==> config.mk <==
export PLATFORM = sky130hd
export DESIGN_NAME = prco_writeback_flat
export DESIGN_NICKNAME = d
export VERILOG_FILES = /design/src/rtl/prco_writeback_if.sv /design/src/rtl/prco_writeback.sv /design/src/flat_wrapper.sv
export SDC_FILE = /design/constraint.sdc
export NUM_CORES = 1
export LEC_CHECK = 0
export BUFFER_PORTS_ARGS = -buffer_cell sky130_fd_sc_hd__buf_2
export CAP_MARGIN = 20
export CORE_MARGIN = 3
export CORE_UTILIZATION = 46
export CTS_CLUSTER_DIAMETER = 40
export CTS_CLUSTER_SIZE = 10
export DETAILED_ROUTE_END_ITERATION = 6
export PLACE_DENSITY_LB_ADDON = 0.12
export SLEW_MARGIN = 10
export SYNTH_ARGS = -nofsm -noshare
export SYNTH_HDL_FRONTEND = slang
export SYNTH_SLANG_ARGS = --single-unit
==> constraint.sdc <==
create_clock -name i_clk -period 2.15 [get_ports i_clk]
set_input_delay 0.3225 -clock i_clk [delete_from_list [all_inputs] [get_ports i_clk]]
set_output_delay 0.3225 -clock i_clk [all_outputs]
set_load 0.01 [all_outputs]
==> src/rtl/prco_writeback_if.sv <==
// ---------------------------------------------------------------------------
// prco_writeback_if
// Producer and register-set bundle for the PRCO writeback stage.
//   ALU producer : i_alu_valid, i_alu_sel, i_alu_dat  -> q_alu_stalled
//   LSU producer : i_lsu_valid, i_lsu_sel, i_lsu_dat  -> q_lsu_stalled
//   Write port   : q_we, q_seld, q_datd (registered, towards the register set)
// master : the surrounding core (drives producers, observes stalls/writes)
// slave  : the writeback stage itself
// ---------------------------------------------------------------------------
interface prco_writeback_if #(
  parameter int DATA_W = 16,
  parameter int SEL_W  = 3
);
  logic              i_alu_valid;
  logic [SEL_W-1:0]  i_alu_sel;
  logic [DATA_W-1:0] i_alu_dat;
  logic              q_alu_stalled;

  logic              i_lsu_valid;
  logic [SEL_W-1:0]  i_lsu_sel;
  logic [DATA_W-1:0] i_lsu_dat;
  logic              q_lsu_stalled;

  logic              q_we;
  logic [SEL_W-1:0]  q_seld;
  logic [DATA_W-1:0] q_datd;

  modport master (
    output i_alu_valid, i_alu_sel, i_alu_dat,
    output i_lsu_valid, i_lsu_sel, i_lsu_dat,
    input  q_alu_stalled, q_lsu_stalled,
    input  q_we, q_seld, q_datd
  );

  modport slave (
    input  i_alu_valid, i_alu_sel, i_alu_dat,
    input  i_lsu_valid, i_lsu_sel, i_lsu_dat,
    output q_alu_stalled, q_lsu_stalled,
    output q_we, q_seld, q_datd
  );
endinterface

==> src/rtl/prco_writeback.sv <==
// ---------------------------------------------------------------------------
// prco_writeback
// Writeback stage of the PRCO core. Arbitrates between LSU and ALU results,
// buffers ALU results in a small FIFO, issues at most one register write per
// cycle and tracks pending destinations in an 8-bit busy scoreboard.
//
// Ports:
//   i_clk        core clock, all state on rising edge
//   i_reset_n    synchronous active-low reset
//   i_en         global enable; when low only q_we is forced to 0
//   wb           producer handshakes + register-set write port (slave)
//   i_rsv_we     decode reserves destination i_rsv_sel
//   q_busy       scoreboard, bit n = register n has a write pending
//   q_wr_count   committed write counter (wraps)
//   i_fwd_sel*   forwarding queries A/B
//   q_fwd_*      forwarding hit/data for queries A/B
//
// Optional feature macro: PRCO_WB_FWD_EN
//   defined   : q_fwd_* forward the registered write port combinationally
//   undefined : q_fwd_* tied to 0
// ---------------------------------------------------------------------------
module prco_writeback #(
  parameter int ALU_FIFO_DEPTH = 2,
  parameter int DATA_W         = 16,
  parameter int SEL_W          = 3
) (
  input  logic              i_clk,
  input  logic              i_reset_n,
  input  logic              i_en,
  prco_writeback_if.slave   wb,
  input  logic              i_rsv_we,
  input  logic [SEL_W-1:0]  i_rsv_sel,
  output logic [7:0]        q_busy,
  output logic [15:0]       q_wr_count,
  input  logic [SEL_W-1:0]  i_fwd_sela,
  input  logic [SEL_W-1:0]  i_fwd_selb,
  output logic              q_fwd_a_hit,
  output logic [DATA_W-1:0] q_fwd_a_dat,
  output logic              q_fwd_b_hit,
  output logic [DATA_W-1:0] q_fwd_b_dat
);

  localparam int PTR_W = (ALU_FIFO_DEPTH > 1) ? $clog2(ALU_FIFO_DEPTH) : 1;
  localparam int CNT_W = PTR_W + 1;
  localparam int ENT_W = SEL_W + DATA_W;

  // FIFO storage and pointers
  logic [ENT_W-1:0] fifo_mem [ALU_FIFO_DEPTH];
  logic [PTR_W-1:0] rd_ptr;
  logic [PTR_W-1:0] wr_ptr;
  logic [CNT_W-1:0] count;
  logic [CNT_W-1:0] count_nxt;

  logic             fifo_full;
  logic             fifo_empty;
  logic [SEL_W-1:0] head_sel;
  logic [DATA_W-1:0] head_dat;

  // Registered write port
  logic              we_q;
  logic [SEL_W-1:0]  seld_q;
  logic [DATA_W-1:0] datd_q;

  // Commit selection
  logic              alu_acc;
  logic              commit_we;
  logic [SEL_W-1:0]  commit_sel;
  logic [DATA_W-1:0] commit_dat;
  logic              pop;
  logic              push;
  logic              bypass;

  logic [7:0]        busy_nxt;

  assign fifo_full  = (count == CNT_W'(ALU_FIFO_DEPTH));
  assign fifo_empty = (count == '0);
  assign {head_sel, head_dat} = fifo_mem[rd_ptr];

  // Stalls depend only on the registered count, never on a same-cycle pop,
  // so the ALU never sees a combinational path through the commit mux.
  assign wb.q_lsu_stalled = ~i_en;
  assign wb.q_alu_stalled = ~i_en | fifo_full;

  assign alu_acc = wb.i_alu_valid & ~wb.q_alu_stalled;

  // Priority: LSU, then FIFO head, then ALU bypass (only when FIFO empty so
  // ALU results never overtake older buffered ones).
  always_comb begin
    commit_we  = 1'b0;
    commit_sel = '0;
    commit_dat = '0;
    pop        = 1'b0;
    bypass     = 1'b0;
    if (i_en) begin
      if (wb.i_lsu_valid) begin
        commit_we  = 1'b1;
        commit_sel = wb.i_lsu_sel;
        commit_dat = wb.i_lsu_dat;
      end else if (!fifo_empty) begin
        commit_we  = 1'b1;
        commit_sel = head_sel;
        commit_dat = head_dat;
        pop        = 1'b1;
      end else if (alu_acc) begin
        commit_we  = 1'b1;
        commit_sel = wb.i_alu_sel;
        commit_dat = wb.i_alu_dat;
        bypass     = 1'b1;
      end
    end
  end

  assign push = alu_acc & ~bypass;

  always_comb begin
    count_nxt = count;
    case ({push, pop})
      2'b10:   count_nxt = count + CNT_W'(1);
      2'b01:   count_nxt = count - CNT_W'(1);
      default: count_nxt = count;
    endcase
  end

  // Reservation is applied after the commit clear so a same-cycle set wins.
  always_comb begin
    busy_nxt = q_busy;
    if (commit_we) busy_nxt[commit_sel] = 1'b0;
    if (i_rsv_we)  busy_nxt[i_rsv_sel]  = 1'b1;
  end

  always_ff @(posedge i_clk) begin
    if (!i_reset_n) begin
      we_q       <= 1'b0;
      seld_q     <= '0;
      datd_q     <= '0;
      q_busy     <= '0;
      q_wr_count <= '0;
      count      <= '0;
      rd_ptr     <= '0;
      wr_ptr     <= '0;
    end else if (!i_en) begin
      we_q <= 1'b0;
    end else begin
      we_q   <= commit_we;
      q_busy <= busy_nxt;
      count  <= count_nxt;
      if (commit_we) begin
        seld_q     <= commit_sel;
        datd_q     <= commit_dat;
        q_wr_count <= q_wr_count + 16'd1;
      end
      if (push) wr_ptr <= wr_ptr + PTR_W'(1);
      if (pop)  rd_ptr <= rd_ptr + PTR_W'(1);
    end
  end

  // Storage needs no reset; an empty FIFO is defined by count alone.
  always_ff @(posedge i_clk) begin
    if (i_reset_n && push) fifo_mem[wr_ptr] <= {wb.i_alu_sel, wb.i_alu_dat};
  end

  assign wb.q_we   = we_q;
  assign wb.q_seld = seld_q;
  assign wb.q_datd = datd_q;

`ifdef PRCO_WB_FWD_EN
  // Covers the cycle between q_we and the register set holding the value.
  assign q_fwd_a_hit = we_q && (seld_q == i_fwd_sela);
  assign q_fwd_b_hit = we_q && (seld_q == i_fwd_selb);
  assign q_fwd_a_dat = q_fwd_a_hit ? datd_q : '0;
  assign q_fwd_b_dat = q_fwd_b_hit ? datd_q : '0;
`else
  logic unused_fwd;
  assign unused_fwd  = ^{i_fwd_sela, i_fwd_selb};
  assign q_fwd_a_hit = 1'b0;
  assign q_fwd_b_hit = 1'b0;
  assign q_fwd_a_dat = '0;
  assign q_fwd_b_dat = '0;
`endif

endmodule

==> src/flat_wrapper.sv <==
// flat-port wrapper written by rule: the top's interface ports become plain ports
module prco_writeback_flat 
#(
  parameter int ALU_FIFO_DEPTH = 2,
  parameter int DATA_W         = 16,
  parameter int SEL_W          = 3
)
  (i_clk, i_reset_n, i_en, i_rsv_we, i_rsv_sel, q_busy, q_wr_count, i_fwd_sela, i_fwd_selb, q_fwd_a_hit, q_fwd_a_dat, q_fwd_b_hit, q_fwd_b_dat, wb_i_alu_valid, wb_i_alu_sel, wb_i_alu_dat, wb_i_lsu_valid, wb_i_lsu_sel, wb_i_lsu_dat, wb_q_alu_stalled, wb_q_lsu_stalled, wb_q_we, wb_q_seld, wb_q_datd);
  prco_writeback_if #(.DATA_W(DATA_W), .SEL_W(SEL_W)) wb_i ();
  input  logic i_clk;
  input  logic i_reset_n;
  input  logic i_en;
  input  logic i_rsv_we;
  input  logic [SEL_W-1:0] i_rsv_sel;
  output logic [7:0] q_busy;
  output logic [15:0] q_wr_count;
  input  logic [SEL_W-1:0] i_fwd_sela;
  input  logic [SEL_W-1:0] i_fwd_selb;
  output logic q_fwd_a_hit;
  output logic [DATA_W-1:0] q_fwd_a_dat;
  output logic q_fwd_b_hit;
  output logic [DATA_W-1:0] q_fwd_b_dat;
  input wire logic [$bits(wb_i.i_alu_valid)-1:0] wb_i_alu_valid;
  input wire logic [$bits(wb_i.i_alu_sel)-1:0] wb_i_alu_sel;
  input wire logic [$bits(wb_i.i_alu_dat)-1:0] wb_i_alu_dat;
  input wire logic [$bits(wb_i.i_lsu_valid)-1:0] wb_i_lsu_valid;
  input wire logic [$bits(wb_i.i_lsu_sel)-1:0] wb_i_lsu_sel;
  input wire logic [$bits(wb_i.i_lsu_dat)-1:0] wb_i_lsu_dat;
  output wire logic [$bits(wb_i.q_alu_stalled)-1:0] wb_q_alu_stalled;
  output wire logic [$bits(wb_i.q_lsu_stalled)-1:0] wb_q_lsu_stalled;
  output wire logic [$bits(wb_i.q_we)-1:0] wb_q_we;
  output wire logic [$bits(wb_i.q_seld)-1:0] wb_q_seld;
  output wire logic [$bits(wb_i.q_datd)-1:0] wb_q_datd;
  assign wb_i.i_alu_valid = wb_i_alu_valid;
  assign wb_i.i_alu_sel = wb_i_alu_sel;
  assign wb_i.i_alu_dat = wb_i_alu_dat;
  assign wb_i.i_lsu_valid = wb_i_lsu_valid;
  assign wb_i.i_lsu_sel = wb_i_lsu_sel;
  assign wb_i.i_lsu_dat = wb_i_lsu_dat;
  assign wb_q_alu_stalled = wb_i.q_alu_stalled;
  assign wb_q_lsu_stalled = wb_i.q_lsu_stalled;
  assign wb_q_we = wb_i.q_we;
  assign wb_q_seld = wb_i.q_seld;
  assign wb_q_datd = wb_i.q_datd;
  prco_writeback #(.ALU_FIFO_DEPTH(ALU_FIFO_DEPTH), .DATA_W(DATA_W), .SEL_W(SEL_W)) u_core (.i_clk(i_clk), .i_reset_n(i_reset_n), .i_en(i_en), .wb(wb_i), .i_rsv_we(i_rsv_we), .i_rsv_sel(i_rsv_sel), .q_busy(q_busy), .q_wr_count(q_wr_count), .i_fwd_sela(i_fwd_sela), .i_fwd_selb(i_fwd_selb), .q_fwd_a_hit(q_fwd_a_hit), .q_fwd_a_dat(q_fwd_a_dat), .q_fwd_b_hit(q_fwd_b_hit), .q_fwd_b_dat(q_fwd_b_dat));
endmodule
; Yosys cells after proc, flatten, opt, wreduce, memory -nomap -nowiden
; Memories as Yosys holds them, arrays and structs flattened. A register that Yosys moved wholly into a read port is not among the register bits.
; Cells that the tools add are included.
[totals]
word_cells = 68
out_inout_bits = 80
mem_count = 1
ramBits = 38
in_bits = 53
regBits = 48
[mem_list]
columns = name, depth, width, read_ports, rd_ports_with_merged_regs, wr, line
row1 = u_core.fifo_mem, 2, 19, 1, 1, 1, prco_writeback.sv:48  ; logic [ENT_W-1:0] fifo_mem [ALU_FIFO_DEPTH];
[op_classes]
addsub = 5
n_mux = 28
bitwise_logic = 9
eq_ne = 3
magnitude_cmp = 4
n_reduce_logical = 10
[op_table]
columns = operator, count
row1 = 16-bit 2-to-1 mux, 3
row2 = 16-bit by 1-bit adder with 16-bit output (second input constant), 1
row3 = 1-bit 2-to-1 mux, 16
row4 = 8-bit 2-to-1 mux, 2
row5 = 3-bit 2-to-1 mux, 4
row6 = 2-bit AND reduction, 5
row7 = 8-bit bitwise AND, 1
row8 = 3-bit by 4-bit < comparator with 1-bit output (second input constant), 2
row9 = 8-bit NOT, 1
row10 = 8-bit bitwise OR, 1
row11 = 1-bit demux with 3-bit select, 2
row12 = 3-bit by 1-bit >= comparator with 1-bit output (second input constant), 2
row13 = 2-bit == test (second input constant), 2
row14 = 2-bit case mux with 2 select lines, 1
row15 = 1-bit logical AND, 3
row16 = 1-bit NOT, 3
row17 = 1-bit adder (second input constant), 2
row18 = 2-bit by 1-bit adder with 2-bit output (second input constant), 1
row19 = 1-bit bitwise AND, 2
row20 = 2-bit by 1-bit == test with 1-bit output (second input constant), 1
row21 = 2-bit zero test, 1
row22 = 2-bit nonzero test, 1
row23 = 2-bit by 1-bit subtractor with 2-bit output (second input constant), 1
row24 = 1-bit bitwise OR, 1

; Depth between registers and ports, before layout
[depth]
depth_word = 17
depth_mapped = 10
depth_no_buf = 9

; Least setup slack after synthesis
; OpenSTA, ideal clock, no wires.
[synth_timing]
path_type = reg2reg
start = register u_core.count[1]
end = memory u_core.fifo_mem[0][0] (netlist name) (enable)
t_required_ns = 1.755
n_path_buf = 1
stages_incl_launch_ff = 7
setup_ns = 0.395
arrival_ns = 1.869
setup_slack_ns = -0.113
period_less_slack_ns = 2.263
cell_sequence = dfxtp_1 > buf_2 > inv_1 > o21ai_1 > nor3_1 > nand2_1 > nor2_1
[synth_via]
elab_chain_len = 13
word_cells_on_any_way = 14
classes_between = eq/ne: 1 / mux: 6 / bitwise: 5 / reduce/logical: 2
[synth_rtl]
columns = item, line
row1 = start: declaration, prco_writeback.sv:51  ; logic [CNT_W-1:0] count;
row2 = start signal: assignment, prco_writeback.sv:146  ; count <= count_nxt;
row3 = 2-bit == test *, prco_writeback.sv:75  ; assign fifo_full = (count == CNT_W'(ALU_FIFO_DEPTH));
row4 = 1-bit bitwise OR *, prco_writeback.sv:82  ; assign wb.q_alu_stalled = ~i_en | fifo_full;
row5 = net wb_q_alu_stalled, flat_wrapper.sv:29  ; output wire logic [$bits(wb_i.q_alu_stalled)-1:0] wb_q_alu_stalled;
row6 = 1-bit NOT *, prco_writeback.sv:84  ; assign alu_acc = wb.i_alu_valid & ~wb.q_alu_stalled;
row7 = 1-bit bitwise AND *, prco_writeback.sv:84
row8 = 1-bit 2-to-1 mux, prco_writeback.sv:104  ; end else if (alu_acc) begin
row9 = 1-bit 2-to-1 mux, prco_writeback.sv:99  ; end else if (!fifo_empty) begin
row10 = 1-bit 2-to-1 mux, prco_writeback.sv:95  ; if (wb.i_lsu_valid) begin
row11 = 1-bit 2-to-1 mux, prco_writeback.sv:94  ; if (i_en) begin
row12 = 1-bit NOT, prco_writeback.sv:113  ; assign push = alu_acc & ~bypass;
row13 = 1-bit bitwise AND *, prco_writeback.sv:113
row14 = 1-bit logical AND *, prco_writeback.sv:159  ; if (i_reset_n && push) fifo_mem[wr_ptr] <= {wb.i_alu_sel, wb.i_alu_dat};
row15 = 1-bit 2-to-1 mux *, prco_writeback.sv:159
row16 = 1-bit 2-to-1 mux (not written as such) *, prco_writeback.sv:159
row17 = end: declaration, prco_writeback.sv:48
; The timed path passes the listed nets; every way through them passes the cells marked *.

; Worst setup path after layout
[layout_timing]
start = register u_core.count[0]
end = register u_core.q_busy[7]
[layout_via]
elab_chain_len = 17
word_cells_on_any_way = 23
classes_between = order compare: 2 / eq/ne: 1 / mux: 12 / bitwise: 6 / reduce/logical: 2
[layout_rtl]
columns = item, line
row1 = 2-bit == test, prco_writeback.sv:75
row2 = 1-bit bitwise OR, prco_writeback.sv:82
row3 = 1-bit NOT, prco_writeback.sv:84
row4 = 1-bit bitwise AND, prco_writeback.sv:84
row5 = 3-bit 2-to-1 mux, prco_writeback.sv:104
row6 = 3-bit 2-to-1 mux, prco_writeback.sv:99
row7 = 3-bit 2-to-1 mux, prco_writeback.sv:95
row8 = 3-bit 2-to-1 mux, prco_writeback.sv:94
row9 = 3-bit by 4-bit < comparator with 1-bit output (not written as such) or 3-bit by 1-bit >= comparator with 1-bit output (tied branches), prco_writeback.sv:127  ; if (commit_we) busy_nxt[commit_sel] = 1'b0;
row10 = 1-bit logical AND (not written as such), prco_writeback.sv:127
row11 = 1-bit 2-to-1 mux (not written as such), prco_writeback.sv:127
row12 = 1-bit demux with 3-bit select, n/a
row13 = 8-bit NOT (no line), n/a
row14 = 8-bit bitwise AND (no line), n/a
row15 = 8-bit 2-to-1 mux *, prco_writeback.sv:127
row16 = 8-bit bitwise OR (no line), n/a
row17 = 8-bit 2-to-1 mux *, prco_writeback.sv:128  ; if (i_rsv_we) busy_nxt[i_rsv_sel] = 1'b1;
row18 = end signal: assignment, prco_writeback.sv:145  ; q_busy <= busy_nxt;
row19 = end: declaration, prco_writeback.sv:33  ; output logic [7:0] q_busy,
; Every way passes the cells marked *; elsewhere a longest branch is shown, timed or not.
; A chain may end at the register's enable or synchronous reset.

==> summary.md <==
| Metric | Value |
|---|---|
| Status | finished, final reports clean |
| Synth warnings | 0 |
| Clk pwr share | 34.0% |
| Cell Area, Synth | slightly above 0.004 mm^2 |
| Reg2reg start | u_core.count[0]$_SDFFE_PN0P_ |
| Slew Viols, Final | 0 |
| Worst R2R Setup Slack | 0.21 ns |
| Input/output buffers | 92 |
| Worst slack at placement | 0.222 ns |
| Via density per instance | 5.18 |
| Worst clock skew | 0.00811 ns |
| Clk buf depth | 2 |
| Met3 wire len | ~550 um |
| Synth area leader | edfxtp_1 |
| Top Layer Used | met4 |
| Worst Path Required | around 2.4 ns |
| FMAX | 515 MHz |
| Hold Path Depth | 1 |
| Routed Antenna Nets | 0 |
| DR DRC count | 0 |
| Rel. slew slack | 61.0% |
| Largest net degree at the start of global routing | 33 |
| Area growth, synth to finish | 16.9% |
| Unique masters post-synth | 53 |
| Iter 0 DRT Violations | 122 |
| Switching share of power | 25.2% |
| Static leakage | 1.97 nW |
| Rows | 33 |
| Die Area | 0.0101 mm^2 |
| Fin crit share | 90.3% |
| Post-synth top flop | dfxtp_1 |
| Hold buffers post-CTS | 0 |
| Fill cell count | between 700 and 800 |
| Endpoints failing setup | 0 |
| Met2 wire length | 4360 um |
| Clock-pin slew on the worst setup and hold paths | 0.09 ns |
| Routed via count | a little over 3000 |
| Setup Buffers After CTS | 0 |
| Path category of the worst min-delay check | in -> reg |
| Switch Pwr | between 0.8 and 0.9 mW |
| Max_cap viols | 0 |
| Power per cell area | 687 mW/mm^2 |
| Vias in the first global route | 2791 |
| Final Hold Viols | 0 |
| IO Count | about 130 |
| Hold Startpoint | wb_i_alu_dat[4] |
| Worst setup margin | about 0.21 ns |
| Tmin final | around 1.9 ns |
| Actual slew at the worst max-slew pin | 0.585 ns |
| Register share of total power | 54.4% |
| Overflow after GRT | 0 |
| Crit Reg-Reg Endpoint | u_core.q_busy[7]$_SDFFE_PN0P_ |
| 1st-pass router iterations | 4 |
| Max VDD drop | 0.362 mV |
| H-tree depth | 3 |
| Sink Count | slightly below 90 |
| Setup total negative slack | 0 ns |
| Nets | 536 |
| CP Capture Type | flop |
| Die height | 100 um |
| RSZ-0062 raised after global routing | no |
| Post-cts sizing count | 0 |
| WHS Endpoint | u_core.fifo_mem[1][4]$_DFFE_PP_ |
| Share of layout cells above drive strength 1 | 28.2% |
| Tot GR Track Use | 17.2% |
| Global-route wire length before repair | 13700 um |
| Post-synth top area share | 27.8% |
| Root Driver | clkbuf_8 |
| Comb pwr share | a little under an eighth |
| M1 WL | 3690 um |
| Post-synth EDFFs | 38 |
| Clk_lat worst skew | 0.34 ns |
| Chip width | 100 um |
| Final GP Congestion | 0.747 |
| Post-DP HPWL | roughly 6000 um |
| Seq/Total Area, Yosys | 51.8% |
| TritonCTS Buffers | 9 |
| Cells after DPL | 575 |
| Initial Util | 48.6% |
| Final WL | approximately 8700 um |
| Power Total | 3.29 mW |
| Reg2Reg Depth | 6 |
| WL per Instance | 14.7 um |
| FF+latch count, synth | 87 |
| Final cell count without fillers | 591 |
| Antenna cells | 0 |
| Cells taking the most area after synthesis | edfxtp_1 28%, dfxtp_1 24%, buf_4 6.8% |
| CORE AREA | 0.00842 mm^2 |
| Syn_area_per_cell | 10.6 um^2 |
| TritonCTS clock tree | built |
| Hold WS | 0.181 ns |
| FFs w/ async S/R, synth | 0% |
| Worst path arrival time | approximately 2.2 ns |
| Synth Instances | just under 400 |
| WS Path Type | reg -> reg |
| Crit path launch type | flop |
| Initial antenna violation count | 0 |
| Max Fanout on Critical Path | 9 |
| Power Internal | 2.46 mW |
synth_stat cells, types with 2 or more instances:
| cell | number |
|---|---|
| dfxtp_1 | 49 |
| edfxtp_1 | 38 |
| buf_4 | 37 |
| nor2_1 | 20 |
| nand3_1 | 19 |
| mux2i_1 | 18 |
| a21oi_1 | 17 |
| and2_1 | 17 |
| a2bb2oi_1 | 16 |
| nand2_1 | 16 |
| o21ai_1 | 13 |
| xnor2_1 | 13 |
| o21ai_0 | 11 |
| clkbuf_1 | 9 |
| inv_1 | 9 |
| nor3_1 | 9 |
| a21boi_1 | 7 |
| buf_2 | 7 |
| nand4_1 | 6 |
| and3_1 | 5 |
| o31ai_1 | 4 |
| xor2_1 | 4 |
| a31oi_1 | 3 |
| buf_6 | 3 |
| or3_1 | 3 |
| ha_1 | 2 |
| inv_2 | 2 |
| nor2b_1 | 2 |
| nor4_2 | 2 |
| o21a_1 | 2 |
| o22ai_1 | 2 |
metrics by stage:
step	cell area (um^2)	utilization [%]
3_3_place_gp	4590	54.5
6_report	4790	56.8
4_1_cts	4790	56.8
5_1_grt	4790	56.8
3_5_place_dp	4590	54.5
2_1_floorplan	4220	-
final cells by class:
type,instances,area (um^2),share of cell area [%]
Sequential cell,87,2120,44.3
Multi-Input combinational cell,265,1700,35.5
Timing Repair Buffer,107,598,12.5
Tap cell,105,131,2.74
Clock buffer,9,124,2.59
Clock inverter,7,72.6,1.52
Inverter,11,41.3,0.862
worst max-delay path, cell delays in order (launching register included):
cell	delay [ns]
dfxtp_1	0.49
buf_4	0.20
nor2_8	0.05
nor3_2	0.28
a221o_1	0.41
o21ai_1	0.12
o311a_1	0.29
layout by cell type, fill, tap and decap left out, types with 3 or more instances in the layout:
master / instances
buf_2: 92
dfxtp_1: 49
edfxtp_1: 38
conb_1: 34
nand3_1: 19
nor2_1: 19
mux2i_1: 18
and2_1: 17
a21oi_1: 17
nand2_1: 16
a2bb2oi_1: 16
o21ai_1: 13
xnor2_1: 13
buf_4: 13
o21ai_0: 11
inv_1: 9
nor3_1: 9
clkbuf_8: 9
a21boi_1: 7
nand4_1: 6
and3_1: 5
xor2_1: 4
o31ai_1: 4
a31oi_1: 3
or3_1: 3
cell families after synthesis:
family / Yosys count / share of synthesized area, %
adders and majority gates: 2 / 0.611
AOI/OAI and AO/OA: 83 / 13.6
DFF: 87 / 51.8
xor gates and xnor gates: 17 / 3.63
muxes: 19 / 4.76
other: 1 / 0.0915
buffers and inverters: 68 / 10.4
and+or+nand+nor: 110 / 15.1
flip-flops by register name, summed over array words and instances, names as in the netlist, named ones only:
| register | count |
|---|---|
| u_core.q_wr_count | 16 |
| u_core.wb.q_we | 1 |
| u_core.q_busy | 8 |
| u_core.rd_ptr | 1 |
| u_core.wb.q_datd | 16 |
| u_core.count | 2 |
| u_core.fifo_mem | 38 |
| u_core.wb.q_seld | 3 |
| u_core.wr_ptr | 1 |
worst max-delay path by stage:
stage / slack, ns / startpoint / endpoint
final: 0.21 / u_core.count[0]$_SDFFE_PN0P_ / u_core.q_busy[7]$_SDFFE_PN0P_
after floorplan: 0.18 / u_core.count[1]$_SDFFE_PN0P_ / u_core.fifo_mem[0][0]$_DFFE_PP_
after detailed placement: 0.22 / wb_i_lsu_valid / u_core.count[1]$_SDFFE_PN0P_
after global routing: 0.1 / u_core.count[1]$_SDFFE_PN0P_ / u_core.count[1]$_SDFFE_PN0P_
after CTS: 0.23 / u_core.count[0]$_SDFFE_PN0P_ / u_core.count[1]$_SDFFE_PN0P_
after global placement: 0.25 / wb_i_lsu_valid / u_core.count[1]$_SDFFE_PN0P_
power groups by stage:
| stage | combinational [mW] | clock (mW) | sequential (mW) |
|---|---|---|---|
| floorplan | 0.269 | 0 | 1.84 |
| detailed placement | 0.384 | 0 | 1.83 |
| global placement | 0.378 | 0 | 1.83 |
| finish | 0.383 | 1.12 | 1.79 |
| CTS | 0.385 | 1.16 | 1.79 |
| global route | 0.427 | 1.23 | 1.80 |
metal layers:
layer  vias to the layer above  global-route usage [%]
met1                      1451                    22.3
met4                         0                    5.80
met5                         -                       0
met2                       101                    28.8
met3                         6                    3.34
li1                       1504                       -
Note: power is estimated with default switching activity, not from simulation.
